### config.mk
export PLATFORM = sky130hd
export DESIGN_NAME = aes_128_out_serializer
export DESIGN_NICKNAME = d
export VERILOG_FILES = /design/src/rtl/aes_128_pkg.sv /design/src/rtl/aes_blk_fifo.sv /design/src/rtl/aes_128_out_serializer.sv
export SDC_FILE = /design/constraint.sdc
export NUM_CORES = 1
export LEC_CHECK = 0
export BUFFER_PORTS_ARGS = -buffer_cell sky130_fd_sc_hd__buf_2
export CAP_MARGIN = 20
export CELL_PAD_IN_SITES_DETAIL_PLACEMENT = 1
export CELL_PAD_IN_SITES_GLOBAL_PLACEMENT = 2
export CORE_UTILIZATION = 40
export DETAILED_ROUTE_END_ITERATION = 6
export MAX_ROUTING_LAYER = met4
export PLACE_DENSITY = 0.78
export SLEW_MARGIN = 10
export SYNTH_ARGS = -nofsm -noshare
export SYNTH_HDL_FRONTEND = slang
export SYNTH_SLANG_ARGS = --single-unit
### constraint.sdc
create_clock -name clk -period 4.65 [get_ports clk]
set_clock_uncertainty 0.1 [all_clocks]
set_input_delay 0.93 -clock clk [delete_from_list [all_inputs] [get_ports clk]]
set_output_delay 0.93 -clock clk [all_outputs]
set_load 0.005 [all_outputs]
### src/rtl/aes_128_pkg.sv
// Shared AES-128 widths and core latency, plus a helper that picks one
// 32-bit word out of a 128-bit block (word 0 is the most significant).
package aes_128_pkg;

    localparam int AES_BLOCK_W         = 128;
    localparam int AES_WORD_W          = 32;
    localparam int AES_WORDS_PER_BLOCK = 4;
    localparam int AES_CORE_LATENCY    = 11;

    typedef logic [AES_BLOCK_W-1:0] aes_block_t;
    typedef logic [AES_WORD_W-1:0]  aes_word_t;

    function automatic aes_word_t aes_word_sel(input aes_block_t blk, input logic [1:0] idx);
        aes_word_t w;
        case (idx)
            2'd0:    w = blk[127:96];
            2'd1:    w = blk[95:64];
            2'd2:    w = blk[63:32];
            2'd3:    w = blk[31:0];
            default: w = {AES_WORD_W{1'b0}};
        endcase
        return w;
    endfunction

endpackage

### src/rtl/aes_blk_fifo.sv
// Synchronous FIFO of 128-bit blocks; push when full and pop when empty are ignored.
module aes_blk_fifo
    import aes_128_pkg::*;
#(
    parameter int DEPTH = 4,
    localparam int CW = $clog2(DEPTH + 1),
    localparam int PW = (DEPTH > 1) ? $clog2(DEPTH) : 1
) (
    input  logic            clk,
    input  logic            rst_n,
    input  logic            i_push,
    input  logic            i_pop,
    input  aes_block_t      i_data,
    output aes_block_t      o_head,
    output logic [CW-1:0]   o_count
);

    aes_block_t    r_mem [DEPTH];
    logic [PW-1:0] r_wr_ptr;
    logic [PW-1:0] r_rd_ptr;
    logic [CW-1:0] r_count;
    logic          w_push_ok;
    logic          w_pop_ok;

    function automatic logic [PW-1:0] next_ptr(input logic [PW-1:0] p);
        logic [PW-1:0] n;
        if (p == PW'(DEPTH - 1)) begin
            n = {PW{1'b0}};
        end else begin
            n = p + {{(PW-1){1'b0}}, 1'b1};
        end
        return n;
    endfunction

    assign w_push_ok = i_push && (r_count != CW'(DEPTH));
    assign w_pop_ok  = i_pop && (r_count != {CW{1'b0}});
    assign o_head    = r_mem[r_rd_ptr];
    assign o_count   = r_count;

    // Storage, pointers and occupancy; a simultaneous push and pop keeps the count.
    always_ff @(posedge clk or negedge rst_n) begin
        if (!rst_n) begin
            for (int i = 0; i < DEPTH; i++) begin
                r_mem[i] <= {AES_BLOCK_W{1'b0}};
            end
            r_wr_ptr <= {PW{1'b0}};
            r_rd_ptr <= {PW{1'b0}};
            r_count  <= {CW{1'b0}};
        end else begin
            if (w_push_ok) begin
                r_mem[r_wr_ptr] <= i_data;
                r_wr_ptr        <= next_ptr(r_wr_ptr);
            end
            if (w_pop_ok) begin
                r_rd_ptr <= next_ptr(r_rd_ptr);
            end
            case ({w_push_ok, w_pop_ok})
                2'b10:   r_count <= r_count + {{(CW-1){1'b0}}, 1'b1};
                2'b01:   r_count <= r_count - {{(CW-1){1'b0}}, 1'b1};
                default: r_count <= r_count;
            endcase
        end
    end

endmodule

### src/rtl/aes_128_out_serializer.sv
// Tracks real blocks through the stall-free aes_128 pipeline, captures them into a
// small FIFO and streams each block as four 32-bit words with credit-based issue control.
module aes_128_out_serializer
    import aes_128_pkg::*;
#(
    parameter int LATENCY = AES_CORE_LATENCY,
    parameter int DEPTH   = 4
) (
    input  logic                   clk,
    input  logic                   rst_n,
    input  logic                   issue_valid,
    output logic                   issue_ready,
    input  logic [AES_BLOCK_W-1:0] aes_out,
    output logic                   word_valid,
    input  logic                   word_ready,
    output logic [AES_WORD_W-1:0]  word_data,
    output logic                   word_last
);

    localparam int CW = $clog2(DEPTH + 1);

    logic [LATENCY-1:0] r_dl;
    logic [CW-1:0]      r_inflight;
    logic [1:0]         r_index;
    logic [CW-1:0]      w_fifo_count;
    aes_block_t         w_head;
    logic [CW:0]        w_committed;
    logic               w_issue;
    logic               w_push;
    logic               w_hs;
    logic               w_pop;

    // Credits count both stored blocks and blocks still inside the core, so a
    // push can never find the FIFO full.
    assign w_committed = {1'b0, w_fifo_count} + {1'b0, r_inflight};
    assign issue_ready = (w_committed < (CW+1)'(DEPTH));
    assign w_issue     = issue_valid && issue_ready;
    assign w_push      = r_dl[LATENCY-1];
    assign word_valid  = (w_fifo_count != {CW{1'b0}});
    assign word_last   = word_valid && (r_index == 2'd3);
    assign w_hs        = word_valid && word_ready;
    assign w_pop       = w_hs && (r_index == 2'd3);

    aes_blk_fifo #(
        .DEPTH (DEPTH)
    ) u_fifo (
        .clk     (clk),
        .rst_n   (rst_n),
        .i_push  (w_push),
        .i_pop   (w_pop),
        .i_data  (aes_out),
        .o_head  (w_head),
        .o_count (w_fifo_count)
    );

    // Valid delay line mirroring the core pipeline, in-flight count and word index.
    always_ff @(posedge clk or negedge rst_n) begin
        if (!rst_n) begin
            r_dl       <= {LATENCY{1'b0}};
            r_inflight <= {CW{1'b0}};
            r_index    <= 2'd0;
        end else begin
            r_dl <= {r_dl[LATENCY-2:0], w_issue};
            case ({w_issue, w_push})
                2'b10:   r_inflight <= r_inflight + {{(CW-1){1'b0}}, 1'b1};
                2'b01:   r_inflight <= r_inflight - {{(CW-1){1'b0}}, 1'b1};
                default: r_inflight <= r_inflight;
            endcase
            if (w_hs) begin
                r_index <= r_index + 2'd1;
            end else begin
                r_index <= r_index;
            end
        end
    end

    // Word mux from the FIFO head; forced to zero while nothing is stored.
    always_comb begin
        word_data = {AES_WORD_W{1'b0}};
        if (word_valid) begin
            word_data = aes_word_sel(w_head, r_index);
        end else begin
            word_data = {AES_WORD_W{1'b0}};
        end
    end

endmodule

==> results by stage, run 1 <==
Run status:
- The flow ran to the end, and the final reports show no timing, DRC or antenna violations.

Synth:
- By area the synthesized netlist is led by sky130_fd_sc_hd__dfrtp_1, sky130_fd_sc_hd__mux2_2, sky130_fd_sc_hd__mux2i_1, sky130_fd_sc_hd__mux4_2, sky130_fd_sc_hd__buf_6.
- After synthesis, the netlist uses 34 different library cells.
- Among all flip-flop cells after synthesis, the most frequent one is sky130_fd_sc_hd__dfrtp_1.
- Of the post-synthesis cell area, the dominant cell type holds 0.547.
- The register bit count reported by yosys is 535.
- The largest area contributor in the netlist is sky130_fd_sc_hd__dfrtp_1.
- The synthesized netlist occupies a cell area of 24,500 µm².
- When the netlist entered floorplanning its net count stood at between 1,500 and 2,000.
- The number of synthesis warnings is 0.
- Synthesis produced a netlist whose cell count is about 1,700.
- The share of the Yosys chip area taken by registers is 0.547.
- In this run, synthesis inferred 0 flip-flops with an integrated enable.
- After synthesis, the share of flip-flops with an asynchronous set or reset is 1.00.
- The average cell area after synthesis is 14.3 µm².

CTS:
- Clock-pin slew was measured on the worst setup and hold paths at around 0.06 ns.
- The buffer type at the clock tree root is sky130_fd_sc_hd__clkbuf_16.
- For the worst-skew pair, the clock arrives at the later sink with an insertion delay of approximately 0.60 ns.
- The number of setup buffers added after CTS is 0.
- After clock tree synthesis, the repair step resized 0 gates.
- The clock sink count is 535.
- The TritonCTS clock tree is done.
- The number of buffers created by CTS is 59.
- The H-tree depth is 2.
- The clock passes through at most 3 buffers.
- For this design, the CTS-stage hold fixing added 0 buffers.

Final layout:
- The end-of-flow core utilization is 0.460.
- The fraction of layout instances using a drive strength above 1 is 0.450.
- The count of nets after finishing is roughly 2,000.
- Compared with the post-synthesis result, the final layout area differs by 13.7%.
- The number of inserted filler cells in the final layout is roughly 6,000.

Power:
- The reported leakage power is roughly 12 nW.
- The share of total power dissipated in the clock network is 0.225.
- Of the total power, the share spent switching nets is 0.333.
- The peak supply drop is 0.000399 V.
- The sequential cell fraction of total power is 0.396.
- Summed over all nets, the switching power comes to roughly 0.0070 W.
- The logic gate share of total power is 0.379.
- The internal power consumption is 0.0141 W.
- The power per cell area is 759 nW/µm².

Critical path:
- STA classifies the critical path endpoint as an output port.
- Among cell families on the critical path, the largest total delay comes from compound AO/OA/AOI/OAI gates.
- For this run, the slowest stage of the critical path takes about 0.76 ns.
- Along the worst path, the maximum fanout reaches 32.
- For flop-to-flop paths, the worst setup slack is around 1.6 ns.
- The startpoint identified for the worst register-to-register timing path is u_fifo.o_count[2].
- At the worst endpoint, the required time is roughly 3.6 ns.
- The worst register-to-register path ends at u_fifo.o_count[2].
- The endpoint arrival time on the critical path is around 3.4 ns.
- The worst setup path is launched from a flop.
- Measured in cells, the most critical reg-to-reg path has a length of 9.
- Traced cell by cell, the critical path runs through nand2b_2 > buf_4 > o22ai_1 > a2111oi_0 > a21oi_1 > buf_2.
- The startpoint-to-endpoint class of the critical path is flop to output port.
- The count of buffer and inverter cells on the critical path is 2.
- The slowest stage of the critical path is the sky130_fd_sc_hd__dfrtp_4 cell.

Timing:
- The routed design could run at a clock period as short as 4.41 ns.
- The worst slew margin relative to its limit is 0.277.
- The post-route fraction of the period consumed by the critical path is 0.948.
- The worst slack on hold paths is roughly 0.25 ns.
- The number of hold violations in the final report is 0.
- The number of failing setup endpoints in the final timing report is 0.
- The maximum achievable frequency is approximately 230 MHz.
- The max-slew violation count is 0.
- The pin slew with the least headroom to its limit is 1.08 ns.
- Summed over all failing endpoints, the final setup total negative slack is 0 ns.
- Setup repair after global routing left no endpoint under its margin.
- In the post-route analysis, the smallest setup slack over all paths is about 0.24 ns.

Drt:
- The count of unresolved DRC violations after routing is 0.
- For this run, the detailed router's first-pass iteration total came to 4.
- The final layout contains routed wiring with a total length of 63,900 µm.
- The average vias per placed instance is 5.49.
- The detailed router finished its first iteration with 610 violations.
- The detailed router placed between 10,000 and 15,000 vias in this run.
- Dividing the detail-routed wire length by the instance count gives around 24 µm.
- The detail route stage leaves a number of antenna-violating nets equal to 0.

Min path:
- For hold timing, the worst endpoint is r_dl[4].
- The cell depth of the worst min-delay path is 0.
- The launch instance of the worst min-delay path is r_dl[3].
- The kind of path behind the tightest hold check is flop to flop.

Floorplan:
- In this run the core area contains 90 standard-cell rows.
- The count of pins on the block boundary is approximately 170.
- The die covers approximately 62,000 µm².
- The die is 249 µm wide.
- The area of the placeable core is 60,500 µm².
- For this configuration, the core starts out at a cell density of 0.405.
- The floorplan die height is around 250 µm.

GRT:
- Entering global routing, the biggest net connects approximately 100 pins.
- The first global-routing pass estimated between 100,000 and 150,000 µm of wire.
- The initial antenna violation count came to 22.
- The remaining global-route overflow is 0.
- For this run, the total global-route usage over all layers was measured as 0.217.
- The number of global-route vias before repair was about 17,000.

Job:
- The tool flagged a number of max-cap violations equal to 0.

Placed design:
- Timing analysis after detailed placement gives a worst setup slack of between 0.8 and 0.9 ns.
- The final weighted congestion in routability-driven placement is between 0.7 and 0.8.
- The count of input and output buffers is ~170.
- The HPWL after detailed placement is approximately 40,000 µm.
## cells in the final DEF (no fill, tap or decap), types with 2 or more instances in the layout
master,count
sky130_fd_sc_hd__dfrtp_1,533
sky130_fd_sc_hd__mux2_2,514
sky130_fd_sc_hd__xnor2_1,3
sky130_fd_sc_hd__buf_2,165
sky130_fd_sc_hd__nand3_1,33
sky130_fd_sc_hd__nor2_1,64
sky130_fd_sc_hd__nand2_1,9
sky130_fd_sc_hd__nand2_4,4
sky130_fd_sc_hd__a21oi_1,62
sky130_fd_sc_hd__buf_12,11
sky130_fd_sc_hd__nand2_2,2
sky130_fd_sc_hd__xor2_1,4
sky130_fd_sc_hd__nand2b_2,2
sky130_fd_sc_hd__a211oi_1,2
sky130_fd_sc_hd__dfrtp_4,2
sky130_fd_sc_hd__ha_2,2
sky130_fd_sc_hd__ha_1,11
sky130_fd_sc_hd__clkbuf_8,16
sky130_fd_sc_hd__inv_1,15
sky130_fd_sc_hd__diode_2,14
sky130_fd_sc_hd__clkbuf_1,17
sky130_fd_sc_hd__bufinv_16,4
sky130_fd_sc_hd__mux2i_1,155
sky130_fd_sc_hd__o22ai_1,31
sky130_fd_sc_hd__o21ai_0,68
sky130_fd_sc_hd__a2111oi_0,30
sky130_fd_sc_hd__mux4_2,34
sky130_fd_sc_hd__clkinv_2,10
sky130_fd_sc_hd__buf_4,27
sky130_fd_sc_hd__fa_1,2
sky130_fd_sc_hd__clkbuf_16,60
## state kept, by name, summed over array words and instances, names as in the netlist
name / count
u_fifo.r_wr_ptr: 2
u_fifo.r_mem: 512
u_fifo.r_rd_ptr: 2
r_index: 2
u_fifo.o_count: 3
r_inflight: 3
r_dl: 11
## cells in the mapped netlist (2+ instances only)
cell type and n:
sky130_fd_sc_hd__xor2_1 4, sky130_fd_sc_hd__clkbuf_1 29, sky130_fd_sc_hd__mux2_2 514, sky130_fd_sc_hd__buf_2 23, sky130_fd_sc_hd__fa_1 2, sky130_fd_sc_hd__nand2b_1 2
sky130_fd_sc_hd__a211oi_1 2, sky130_fd_sc_hd__mux2i_1 155, sky130_fd_sc_hd__nand2_1 15, sky130_fd_sc_hd__inv_1 15, sky130_fd_sc_hd__a2111oi_0 30, sky130_fd_sc_hd__ha_1 13
sky130_fd_sc_hd__buf_4 13, sky130_fd_sc_hd__nand3_1 33, sky130_fd_sc_hd__dfrtp_1 535, sky130_fd_sc_hd__a21oi_1 62, sky130_fd_sc_hd__xnor2_1 3, sky130_fd_sc_hd__nor2_1 65
sky130_fd_sc_hd__buf_6 58, sky130_fd_sc_hd__o22ai_1 31, sky130_fd_sc_hd__mux4_2 34, sky130_fd_sc_hd__o21ai_0 68
## cell type report
type | instances | area (µm²) | share of cell area
Sequential cell | 535 | 13400 | 0.481
Multi-Input combinational cell | 1045 | 10100 | 0.364
Clock buffer | 93 | 1790 | 0.0641
Timing Repair Buffer | 204 | 1260 | 0.0454
Tap cell | 782 | 978 | 0.0351
Clock inverter | 17 | 204 | 0.00733
Inverter | 15 | 56.3 | 0.00202
Antenna cell | 14 | 35.0 | 0.00126
## kinds of logic after synthesis
family	share of synthesized area
multiplexers	0.331
flip-flops	0.547
AO/OA/AOI/OAI	0.0480
buffers and inverters	0.0421
AND/OR/NAND/NOR	0.0213
adder cells (fa/ha/maj)	0.00828
XOR/XNOR	0.00250
## how the worst max path moves through the flow
| stage | from | end | cells after the start |
|---|---|---|---|
| floorplan | u_fifo.r_rd_ptr[0] | word_data[10] | 7 |
| global placement | u_fifo.r_rd_ptr[0] | word_data[21] | 6 |
| finish | u_fifo.r_rd_ptr[0] | word_data[5] | 6 |
| CTS | u_fifo.r_rd_ptr[0] | word_data[5] | 6 |
| detailed placement | u_fifo.r_rd_ptr[0] | word_data[5] | 6 |
| global route | u_fifo.r_rd_ptr[0] | word_data[21] | 6 |
## routing by layer
metal  up-vias  routed length, µm  part of all wire  global-route usage
li1       6581                  -                 -                   -
met3        88               3320             0.052              0.0437
met5         -                  0                 0                   -
met2       264              30600              0.48               0.341
met4         0               1170             0.018              0.0566
met1      7914              28800              0.45               0.286
## metrics by stage
| step | total power, W | cell area, µm² | std cells |
|---|---|---|---|
| floorplan | 0.0140 | 24500 | 1718 |
| detailed placement | 0.0165 | 25800 | 2581 |
| global placement | 0.0161 | 25800 | 2581 |
| finish | 0.0211 | 27800 | 2705 |
| global route | 0.0225 | 27800 | 2704 |
| CTS | 0.0214 | 27800 | 2691 |
## power groups by stage
stage	Clock, W	Combinational [W]	Sequential (W)
final	0.00475	0.00801	0.00836
after global routing	0.00505	0.00876	0.00866
after CTS	0.00489	0.00814	0.00835
after detailed placement	0	0.00811	0.00842
after global placement	0	0.00785	0.00824
after floorplan	0	0.00606	0.00791
Power figures use the tool's default switching activity.
==> run 2, diff against run 1 <==
--- a/config.mk
+++ b/config.mk
@@ -10,6 +10,7 @@
 export CELL_PAD_IN_SITES_DETAIL_PLACEMENT = 1
 export CELL_PAD_IN_SITES_GLOBAL_PLACEMENT = 2
 export CORE_UTILIZATION = 40
+export CTS_BUF_LIST = sky130_fd_sc_hd__clkbuf_4
 export DETAILED_ROUTE_END_ITERATION = 6
 export MAX_ROUTING_LAYER = met4
 export PLACE_DENSITY = 0.78
==> run 2 against run 1 <==
Via count grew 3.5%. Global-route usage grew 0.83 points. Final cell count grew 5.8%. Die area is the same. Maximum frequency shrank 1.1%. Combinational power grew 2%. Highest routed layer unchanged. Utilization grew 0.29 points. Non-clock buffer count grew 6. Clock-buffer cell count grew 130. Critical endpoint is now word_data[12].
==> results by stage, run 2 (same netlist as run 1, synthesis figures left out) <==
Timing:
- The worst slew margin relative to its limit is 0.276 (was 0.277).
- The max-slew violation count is 0 (unchanged).
- The worst slack on hold paths came to 0.141 ns (was 0.248 ns).
- The final total negative setup slack was 0 ns (unchanged).
- The minimum clock period is 4.46 ns (was 4.41 ns).
- The post-route fraction of the period consumed by the critical path was 0.958 (was 0.948).
- The number of failing setup endpoints in the final timing report is 0 (unchanged).
- The number of hold violations in the final report came to 0 (unchanged).
- RSZ-0062 raised after global routing: no (unchanged).
- The pin slew with the least headroom to its limit is 1.09 ns (was 1.08 ns).
- The maximum achievable frequency is 224 MHz (was 227 MHz).
- The setup slack of the critical path after layout is 0.193 ns (was 0.242 ns).

Power:
- The power per cell area is 752 nW/µm² (was 759 nW/µm²).
- The relative contribution of the clock network to total power is 0.215 (was 0.225).
- The switching power is 0.00716 W (was 0.00703 W).
- The internal power consumption is 0.0139 W (was 0.0141 W).
- The switching share of power was 0.340 (was 0.333).
- The sequential cell fraction of total power is 0.397 (was 0.396).
- The reported leakage power was 12.3 nW (was 12.1 nW).
- The logic gate share of total power is 0.388 (was 0.379).
- The peak supply drop is 0.000425 V (was 0.000399 V).

GRT:
- The total global-route track usage is 0.225 (was 0.217).
- The initial antenna violation count is 19 (was 22).
- The first-pass GRT wire length is 104,000 µm (was 101,000 µm).
- The largest net degree at the start of global routing is 103 (unchanged).
- The number of global-route vias before repair came to 17,556 (was 16,810).
- The remaining global-route overflow is 0 (unchanged).

Drt:
- The average vias per placed instance was 5.37 (was 5.49).
- The total via count in the routed design is 15,361 (was 14,847).
- The remaining antenna violation count is 0 (unchanged).
- The total iterations of the first detailed-routing run is 4 (unchanged).
- The count of unresolved DRC violations after routing came to 0 (unchanged).
- The detailed router's first-iteration violation count is 616 (was 610).
- The total wire length after detailed routing was 65,400 µm (was 63,900 µm).
- The routed wirelength normalized by instance count was 22.8 µm (was 23.6 µm).

CTS:
- The clock edge transition at the registers on the reported setup and hold paths is 0.07 ns (was 0.06 ns).
- The number of buffers created by CTS came to 150 (was 59).
- The clock insertion delay at the later pin of the skew report is 0.96 ns (was 0.60 ns).
- The maximum clock path buffer count is 3 (unchanged).
- The clock sink count is 535 (unchanged).
- The TritonCTS clock tree is done (unchanged).
- The buffer type at the clock tree root is sky130_fd_sc_hd__clkbuf_4 (was sky130_fd_sc_hd__clkbuf_16).
- The H-tree depth was 4 (was 2).

Floorplan:
- The area of the die was 62,200 µm² (unchanged).
- The number of cell rows was 90 (unchanged).
- The count of pins on the block boundary was 167 (unchanged).
- The area of the placeable core is 60,500 µm² (unchanged).
- The effective utilization at floorplan was 0.405 (unchanged).
- The die width is 249 µm (unchanged).
- The floorplan die height came to 249 µm (unchanged).

Final layout:
- Registers with the most flip-flops: u_fifo.r_mem x512, r_dl x11 (unchanged).
- The register bank with the most flops is u_fifo.r_mem (unchanged).
- The layout-stage area growth over the synthesis result is 14.4% (was 13.7%).
- The most common cell after layout, fill and taps aside was sky130_fd_sc_hd__dfrtp_1 (unchanged).
- The end-of-flow core utilization is 0.463 (was 0.460).
- The fraction of layout instances using a drive strength above 1 is 0.491 (was 0.450).
- The number of inserted filler cells in the final layout is 6,163 (was 6,040).
- Leading cell types in the layout, fill and taps excluded: sky130_fd_sc_hd__dfrtp_1, sky130_fd_sc_hd__mux2_2, sky130_fd_sc_hd__clkbuf_4 (was sky130_fd_sc_hd__dfrtp_1, sky130_fd_sc_hd__mux2_2, sky130_fd_sc_hd__buf_2).
- The count of nets after finishing is 2,105 (was 2,007).
- The flip-flop count of the largest register, all copies and words added came to 512 (unchanged).

Critical path:
- The startpoint-to-endpoint class of the critical path is flop to output port (unchanged).
- The highest fanout seen on the critical path is 51 (was 32).
- The count of buffer and inverter cells on the critical path is 2 (unchanged).
- The cell family with the largest share of critical-path delay is flip-flops (was compound AO/OA/AOI/OAI gates).
- The data required time of the critical path is 3.62 ns (about the same).
- CP cell instances: buf_16 > mux4_2 > o21ai_0 > a21oi_1 > buf_2 (was nand2b_2 > buf_4 > o22ai_1 > a2111oi_0 > a21oi_1 > buf_2).
- The maximum cell stage delay along the critical path is 0.73 ns (was 0.76 ns).
- The critical path startpoint category is a flop (unchanged).
- The endpoint arrival time on the critical path was 3.43 ns (was 3.38 ns).
- The cell with the largest stage delay on the worst path is sky130_fd_sc_hd__dfrtp_4 (unchanged).
- The element type at the critical path end is an output port (unchanged).

Min path:
- The kind of path behind the tightest hold check is input port to flop (was flop to flop).

Job:
- The number of max-cap violations is 0 (unchanged).

Run status:
- Result of the run: finished clean (unchanged).

Placed design:
- The final weighted congestion in routability-driven placement is 0.739 (unchanged).
- The count of input and output buffers is 166 (unchanged).
- The worst slack at placement was 0.831 ns (unchanged).
- The placed wire-length estimate is 39,700 µm (unchanged).
[run 2: changes by cell type in the layout (fill, tap and decap cells not counted), moves of 5 or more]
cell	delta
sky130_fd_sc_hd__clkbuf_4	+223
sky130_fd_sc_hd__clkbuf_16	-60
sky130_fd_sc_hd__clkinv_1	+18
sky130_fd_sc_hd__clkbuf_1	-17
sky130_fd_sc_hd__clkbuf_8	-16
sky130_fd_sc_hd__clkinv_2	-8
sky130_fd_sc_hd__a2111oi_0	-5
sky130_fd_sc_hd__a2111oi_1	+5
[run 2: tightest hold or removal path, delay by kind of cell]
family	cells	cell delay, ns
buf+inv	2	0.13
simple gates	1	0.06
[run 2: repair_timing]
action                     in CTS  in global routing
gates cloned                    2                  0
resized for setup               6                  7
hold buffers                    1                  0
hold endpoints to repair       92                  0
setup buffers                   4                  0
setup endpoints to repair      30                  5
pin swaps                       1                  0
[run 2: worst paths after layout]
check,startpoint,end,slack (ns),cells after the start
max,u_fifo.r_rd_ptr[0],word_data[12],0.19,5
min,issue_valid,r_dl[0],0.14,3
max reg2reg,u_fifo.o_count[2],u_fifo.o_count[2],1.64,9
min reg2reg,r_dl[4],r_dl[5],0.21,0
max in group asynchronous,rst_n,u_fifo.r_mem[178],2.80,3
min in group asynchronous,rst_n,u_fifo.r_mem[129],0.55,2
[run 2: per-layer routing]
metal	global-route usage	routed length [µm]
met1	0.281	29300
met2	0.355	31600
met3	0.0625	3330
met4	0.0681	1090
met5	-	0
[run 2: cell type report]
cell class	instances	area, µm²	area share
Inverter	15	56.3	0.00201
Clock buffer	223	1670	0.0598
Multi-Input combinational cell	1046	10200	0.363
Timing Repair Buffer	210	1380	0.0494
Sequential cell	535	13400	0.478
Antenna cell	17	42.5	0.00152
Tap cell	782	978	0.0349
Clock inverter	34	327	0.0117
[run 2: metrics by stage]
step / instances / cell area, µm² / power, W
after floorplan: 1718 / 24500 / 0.0140
after global placement: 2581 / 25800 / 0.0161
after detailed placement: 2581 / 25800 / 0.0165
after CTS: 2845 / 28000 / 0.0213
after global routing: 2861 / 28000 / 0.0225
final: 2862 / 28000 / 0.0211
[run 2: power groups by stage]
stage                     Combinational [W]  Clock (W)  Sequential, W
after detailed placement            0.00811          0        0.00842
after global placement              0.00785          0        0.00824
after global routing                0.00891    0.00494        0.00865
after CTS                           0.00828    0.00470        0.00834
after floorplan                     0.00606          0        0.00791
final                               0.00818    0.00453        0.00835
